$ cat src/rtl/instr_fetch_unit.sv
// rtl/instr_fetch_unit.sv - MIPS instruction fetch front end: PC, imem handshake, next-PC selection
module instr_fetch_unit #(
    parameter logic [31:0] RESET_PC = 32'h0000_0000,
    parameter int          CNT_W    = 32
) (
    input  logic             clk,
    input  logic             reset,
    output logic             imem_req,
    output logic [31:0]      imem_addr,
    input  logic             imem_ack,
    input  logic [31:0]      imem_rdata,
    output logic [31:0]      instr,
    output logic [5:0]       op,
    output logic [5:0]       funct,
    output logic             instr_valid,
    input  logic             advance,
    input  logic             pcsrc,
    input  logic             jump,
    input  logic [31:0]      signimm,
    output logic [31:0]      pc,
    output logic [31:0]      pcplus4,
    output logic [CNT_W-1:0] retired
);

    typedef enum logic [1:0] {
        S_IDLE,
        S_REQ,
        S_EXEC
    } state_t;

    state_t      state;
    logic [31:0] jump_target;
    logic [31:0] branch_target;
    logic [31:0] next_pc_raw;
    logic [31:0] next_pc;

    localparam logic [CNT_W-1:0] CNT_ONE = {{(CNT_W-1){1'b0}}, 1'b1};

    assign imem_addr = pc;
    assign op        = instr[31:26];
    assign funct     = instr[5:0];
    assign pcplus4   = pc + 32'd4;

    // Next PC: jump beats branch, branch beats sequential; word alignment is enforced on the result
    always_comb begin
        jump_target   = {pcplus4[31:28], instr[25:0], 2'b00};
        branch_target = pcplus4 + (signimm << 2);
        if (jump) begin
            next_pc_raw = jump_target;
        end else if (pcsrc) begin
            next_pc_raw = branch_target;
        end else begin
            next_pc_raw = pcplus4;
        end
        next_pc = next_pc_raw & ~32'h0000_0003;
    end

    // Fetch FSM: request until acked, hold the instruction until the datapath retires it
    always_ff @(posedge clk or posedge reset) begin
        if (reset) begin
            state       <= S_IDLE;
            pc          <= RESET_PC;
            instr       <= 32'h0;
            instr_valid <= 1'b0;
            imem_req    <= 1'b0;
            retired     <= '0;
        end else begin
            case (state)
                S_IDLE: begin
                    state    <= S_REQ;
                    imem_req <= 1'b1;
                end
                S_REQ: begin
                    if (imem_ack) begin
                        instr       <= imem_rdata;
                        state       <= S_EXEC;
                        imem_req    <= 1'b0;
                        instr_valid <= 1'b1;
                    end
                end
                S_EXEC: begin
                    if (advance) begin
                        pc          <= next_pc;
                        retired     <= retired + CNT_ONE;
                        state       <= S_REQ;
                        imem_req    <= 1'b1;
                        instr_valid <= 1'b0;
                    end
                end
                default: begin
                    state       <= S_IDLE;
                    imem_req    <= 1'b0;
                    instr_valid <= 1'b0;
                end
            endcase
        end
    end

endmodule

$ cat config.mk
export PLATFORM = sky130hd
export DESIGN_NAME = instr_fetch_unit
export DESIGN_NICKNAME = d
export VERILOG_FILES = /design/src/rtl/instr_fetch_unit.sv
export SDC_FILE = /design/constraint.sdc
export NUM_CORES = 1
export LEC_CHECK = 0
export BUFFER_PORTS_ARGS = -buffer_cell sky130_fd_sc_hd__buf_2
export CAP_MARGIN = 15
export CORE_ASPECT_RATIO = 0.8
export CORE_UTILIZATION = 32
export CTS_CLUSTER_DIAMETER = 30
export CTS_CLUSTER_SIZE = 16
export DETAILED_ROUTE_END_ITERATION = 16
export SLEW_MARGIN = 10
export SYNTH_ARGS = -nofsm -noshare
export SYNTH_HDL_FRONTEND = slang
export SYNTH_SLANG_ARGS = --single-unit
$ cat constraint.sdc
create_clock -name clk -period 3.94 [get_ports clk]
set_input_delay 0.788 -clock clk [delete_from_list [all_inputs] [get_ports clk]]
set_output_delay 0.788 -clock clk [all_outputs]
set_load 0.05 [all_outputs]
# Word level (Yosys, flattened, before mapping)
# Cells that the tools add are included.
# classes
bitwise	1
n_mux	11
reduce_logical	5
add_sub_neg	3
eq_ne	4
# ops
cell	count
$mux 32	2
$add 32x1->32 const B	1
$add 32x3->32 const B	1
$add 32x32->32	1
$pmux 1 s3	2
$pmux 2 s3	1
$reduce_and 2->1	3
$mux 1	4
$mux 2	2
$ne 2x2->1 const B	2
$reduce_and 3->1	1
$eq 2x1->1 const B	1
$eq 2x2->1 const B	1
$logic_not 2->1	1
$not 1->1	1
# word_totals
out_inout_bits	174
elab_cells	30
register_bits	98
in_bits	70

# Longest topological paths before layout
# depth
depth_word	4
depth_mapped	17
mapped_depth_nobuf	16

# Worst setup path after synthesis
# Ideal clock, no wire load.
# synth_timing
kind	flip-flop to flip-flop
start	register pc[3], in the netlist imem_addr[3]
end	register pc[31], in the netlist imem_addr[31]
n_path_buf	1
stages_incl_launch_ff	18
t_required_ps	3797
setup_slack_ps	-1024
arrival_time_ps	4821
cell_sequence	dfrtp_1 > ha_1 > nand3_1 > or4_1 > nor2_1 > nand2_1 > xnor2_1 > ha_1 > buf_6 > a21oi_1 > or2_2 > a21oi_1 > a211o_1 > a21o_1 > nor3_1 > nand3b_1 > mux2i_1 > xnor2_1
# synth_via
elab_chain_cells	4
# synth_rtl
item	line_no	text
from (decl)	20	output logic [31:0] pc,
from (signal assigned)	83	pc <= next_pc;
$add 32x3->32	42	assign pcplus4 = pc + 32'd4;
net pcplus4[24]	21	output logic [31:0] pcplus4,
$add 32x32->32	47	branch_target = pcplus4 + (signimm << 2);
$mux 32	50	end else if (pcsrc) begin
$mux 32	48	if (jump) begin
# The timed path passes the listed nets, and every way through them passes these cells.
# A chain may end at the register's enable or synchronous reset.

# Final worst setup path
# layout_timing
start	register pc[5], in the netlist imem_addr[5]
end	register pc[31], in the netlist imem_addr[31]
# layout_via
elab_chain_cells	4
# layout_rtl
item	line_no
$add 32x3->32 (*)	42
$add 32x32->32	47
$mux 32	50
$mux 32 (*)	48
# Every way passes the cells marked *; elsewhere a longest branch is shown, timed or not.

==> results.sh <==
export IMPL_h_tree_depth=3
export IMPL_power_density_mw_per_mm2=982.9
export IMPL_postCtsHoldBufs=0
export IMPL_area_growth_pct=32.64
export IMPL_finalCritPeriodShare_pct=95.67
export IMPL_rsz0062_at_grt="yes"
export IMPL_synthArstFlopShare_pct=100.0
export IMPL_clk_pin_slew_worst_paths_ps=90
export IMPL_drive_gt1_share_pct=41.06
export IMPL_drtPass1Iterations=6
export IMPL_worst_pin_slew_ps=958.6
export IMPL_clkLatencyLatePin_ps=370
export IMPL_muxShareOfSynthArea_pct=6.032
export IMPL_syn_area_per_cell_um2=8.976
export IMPL_synth_top_flop_cell="dfrtp_1"
export IMPL_gr_total_overflow=0
export IMPL_ys_seq_elements=97
export IMPL_synth_simple_area_share_pct=16.18
export IMPL_grt_max_degree=60
export IMPL_io_buffer_count=235
export IMPL_synth_top_family_by_area="simple AND/OR/NAND/NOR gates"
export IMPL_numCtsBuffers=9
export IMPL_worstHoldPathType="register to register"
export IMPL_place_hpwl_um=16440
export IMPL_synth_cell_types=63
export IMPL_cp_max_fo=3
export IMPL_final_antenna_net_count=0
export IMPL_max_freq_ghz=0.2653
export IMPL_crit_type="register to register"
export IMPL_yosysWarnings=0
export IMPL_synth_xor_area_share_pct=10.68
export IMPL_grt_pass1_vias=5884
export IMPL_cp_slowest_cell="dfrtp_2"
export IMPL_ir_drop_mv=0.6527
export IMPL_synth_edf_count=0
export IMPL_initial_core_util_pct=32.78
export IMPL_crit_path_frequent_cell="buf_4"
export IMPL_syn_inst=758
export IMPL_path_cells="and3_4, nand4_1, buf_4, nor4_4, buf_4, nand4_1, nor2_1, buf_4, xor2_4, ha_1, nand2_1, or2_2, a21oi_1, a211o_1, a21o_1, nor3_1, nand3b_1, mux2i_1, xnor2_1"
export IMPL_finalSetupViolations=0
export IMPL_clk_path_buf_depth=2
export IMPL_worstPathRequired_ps=4220
export IMPL_gp_congestion=0.9000
export IMPL_core_area_mm2=0.02076
export IMPL_wire_per_inst_um=17.18
export IMPL_clock_sinks=97
export IMPL_num_vias=6339
export IMPL_synth_compound_area_share_pct=15.94
export IMPL_drc=0
export IMPL_num_io_pins=244
export IMPL_grt_pass1_wl_um=33490
export IMPL_cp_data_arrival_time_ps=4050
export IMPL_num_rows=47
export IMPL_dieArea_mm2=0.02185
export IMPL_synthesis_area_mm2=0.006804
export IMPL_slew_headroom_pct=36.09
export IMPL_fin_nets=1104
export IMPL_rrSetupSlack_ps=170
export IMPL_slowest_delay_ps=370
export IMPL_finalWirelength_um=21850
export IMPL_antenna_found_initial=2
export IMPL_finalCriticalPeriod_ps=3769
export IMPL_p_leak_nw=4.478
export IMPL_ys_seq_area_share_pct=35.67
export IMPL_globalRouteTotalUtil_pct=20.15
export IMPL_via_per_inst=4.983
export IMPL_finalPower_mw=8.871
export IMPL_max_cap_violations=0
export IMPL_cts_root_buf="clkbuf_16"
export IMPL_worstSetupStartpointType="register"
export IMPL_cts_tree="yes"
export IMPL_clock_skew_final_ps=16.48
export IMPL_die_h_um=132.4
export IMPL_drv_slew=0
export IMPL_end_kind="register"
export IMPL_tns_ps=0
export IMPL_fp_dieW_um=165.0
export IMPL_synth_adder_area_share_pct=7.098
export IMPL_first_iter_violations=405
export IMPL_hold_viol_final=0
export IMPL_status="complete, no violations"
cell usage after synthesis (all sizes together) (13+ instances only):
library cell   n  share of area (%)
nand4         18                1.7
ha            37                6.8
a211oi        13                1.5
o21ai         50                3.7
nor2          64                3.6
inv           20                1.1
nand2         89                4.9
dfrtp         97                 36
nor3          14                1.0
xnor2         55                7.1
a21oi         47                3.5
clkbuf        23                1.7
mux2          32                5.3
nand3         25                1.8
xor2          28                3.6
buf           49                5.5
critical path: cells and delay by family, from the launching register on:
family                   cells  cell delay (ps)
AO/OA/AOI/OAI                3              520
adder cells (fa/ha/maj)      1              290
buffers and inverters        3              500
AND/OR/NAND/NOR              9             1430
XOR/XNOR                     2              340
flip-flops                   1              370
multiplexers                 1              220
area by class of cell:
| cell class | instances | area [um^2] |
|---|---|---|
| repair buffers | 294 | 1632 |
| diodes | 2 | 5.005 |
| multi-input cells | 573 | 4199 |
| inverters | 21 | 81.33 |
| clock inverters | 7 | 101.3 |
| flip-flops and latches | 97 | 2445 |
| fillers | 2081 | 11730 |
| well taps | 269 | 336.6 |
| clock buffers | 9 | 225.2 |
kinds of logic after synthesis:
group,count (synthesis)
AND/OR/NAND/NOR,241
AO/OA/AOI/OAI,168
flip-flops,97
buffers and inverters,93
XOR/XNOR,83
adder cells (fa/ha/maj),38
multiplexers,37
other,1
stage by stage:
step                      util [%]  hold WS (ps)  area [um^2]  setup WS (ps)  std cells
after CTS                    42.96         471.7         8919          102.2       1265
after global routing         43.46         500.6         9022         -22.01       1271
final                        43.48         468.0         9025          170.5       1272
after floorplan                  -         487.6         7131         -184.8        763
after global placement       41.24         459.6         8561          39.20       1247
after detailed placement     41.24         454.8         8561         -21.33       1247
power breakdown:
group / switching [mW] / internal [mW] / total, mW
registers: 0.440 / 1.35 / 1.79
clock network: 0.499 / 0.467 / 0.966
logic: 4.26 / 1.85 / 6.12
total: 5.20 / 3.67 / 8.87
state kept, by name, summed over array words and instances, names as in the netlist:
register	count
retired	32
state	2
instr	32
instr_valid	1
imem_addr	30
timing repair:
item,4_1_cts,5_1_grt
setup endpoints to repair,4,5
setup buffers,2,5
cloned,0,0
resized for setup,3,14
pin swaps,0,7
metal layers:
layer	wire length [um]	track usage, %	part of all wire, %
met5	0	0	0
met4	191	4.485	0.87
met3	1357	3.793	6.2
met2	9509	30.31	44
met1	10790	29.65	49
cell usage in the layout (no fill, tap or decap), drive strengths merged, types with 4 or more instances in the layout:
master,instances
and4,4
mux2i,5
a221oi,4
dfrtp,97
and3,8
o21bai,8
xor2,28
xnor2,55
conb,6
nand4,18
a21o,12
buf,294
nand2,89
nor2,64
clkinv,5
nor3,14
nand3,25
a211oi,13
o21ai,50
mux2,32
ha,37
clkbuf,9
inv,23
o211ai,4
a21oi,47
final timing paths:
kind                       cells after the start    startpoint            end
hold reg to reg                                1   retired[31]    retired[31]
setup / recovery                              19  imem_addr[5]  imem_addr[31]
setup reg to reg                              19  imem_addr[5]  imem_addr[31]
max in group asynchronous                      3         reset  imem_addr[15]
min in group asynchronous                      2         reset      instr[29]
hold / removal                                 1   retired[31]    retired[31]
Note: power is estimated with default switching activity, not from simulation.
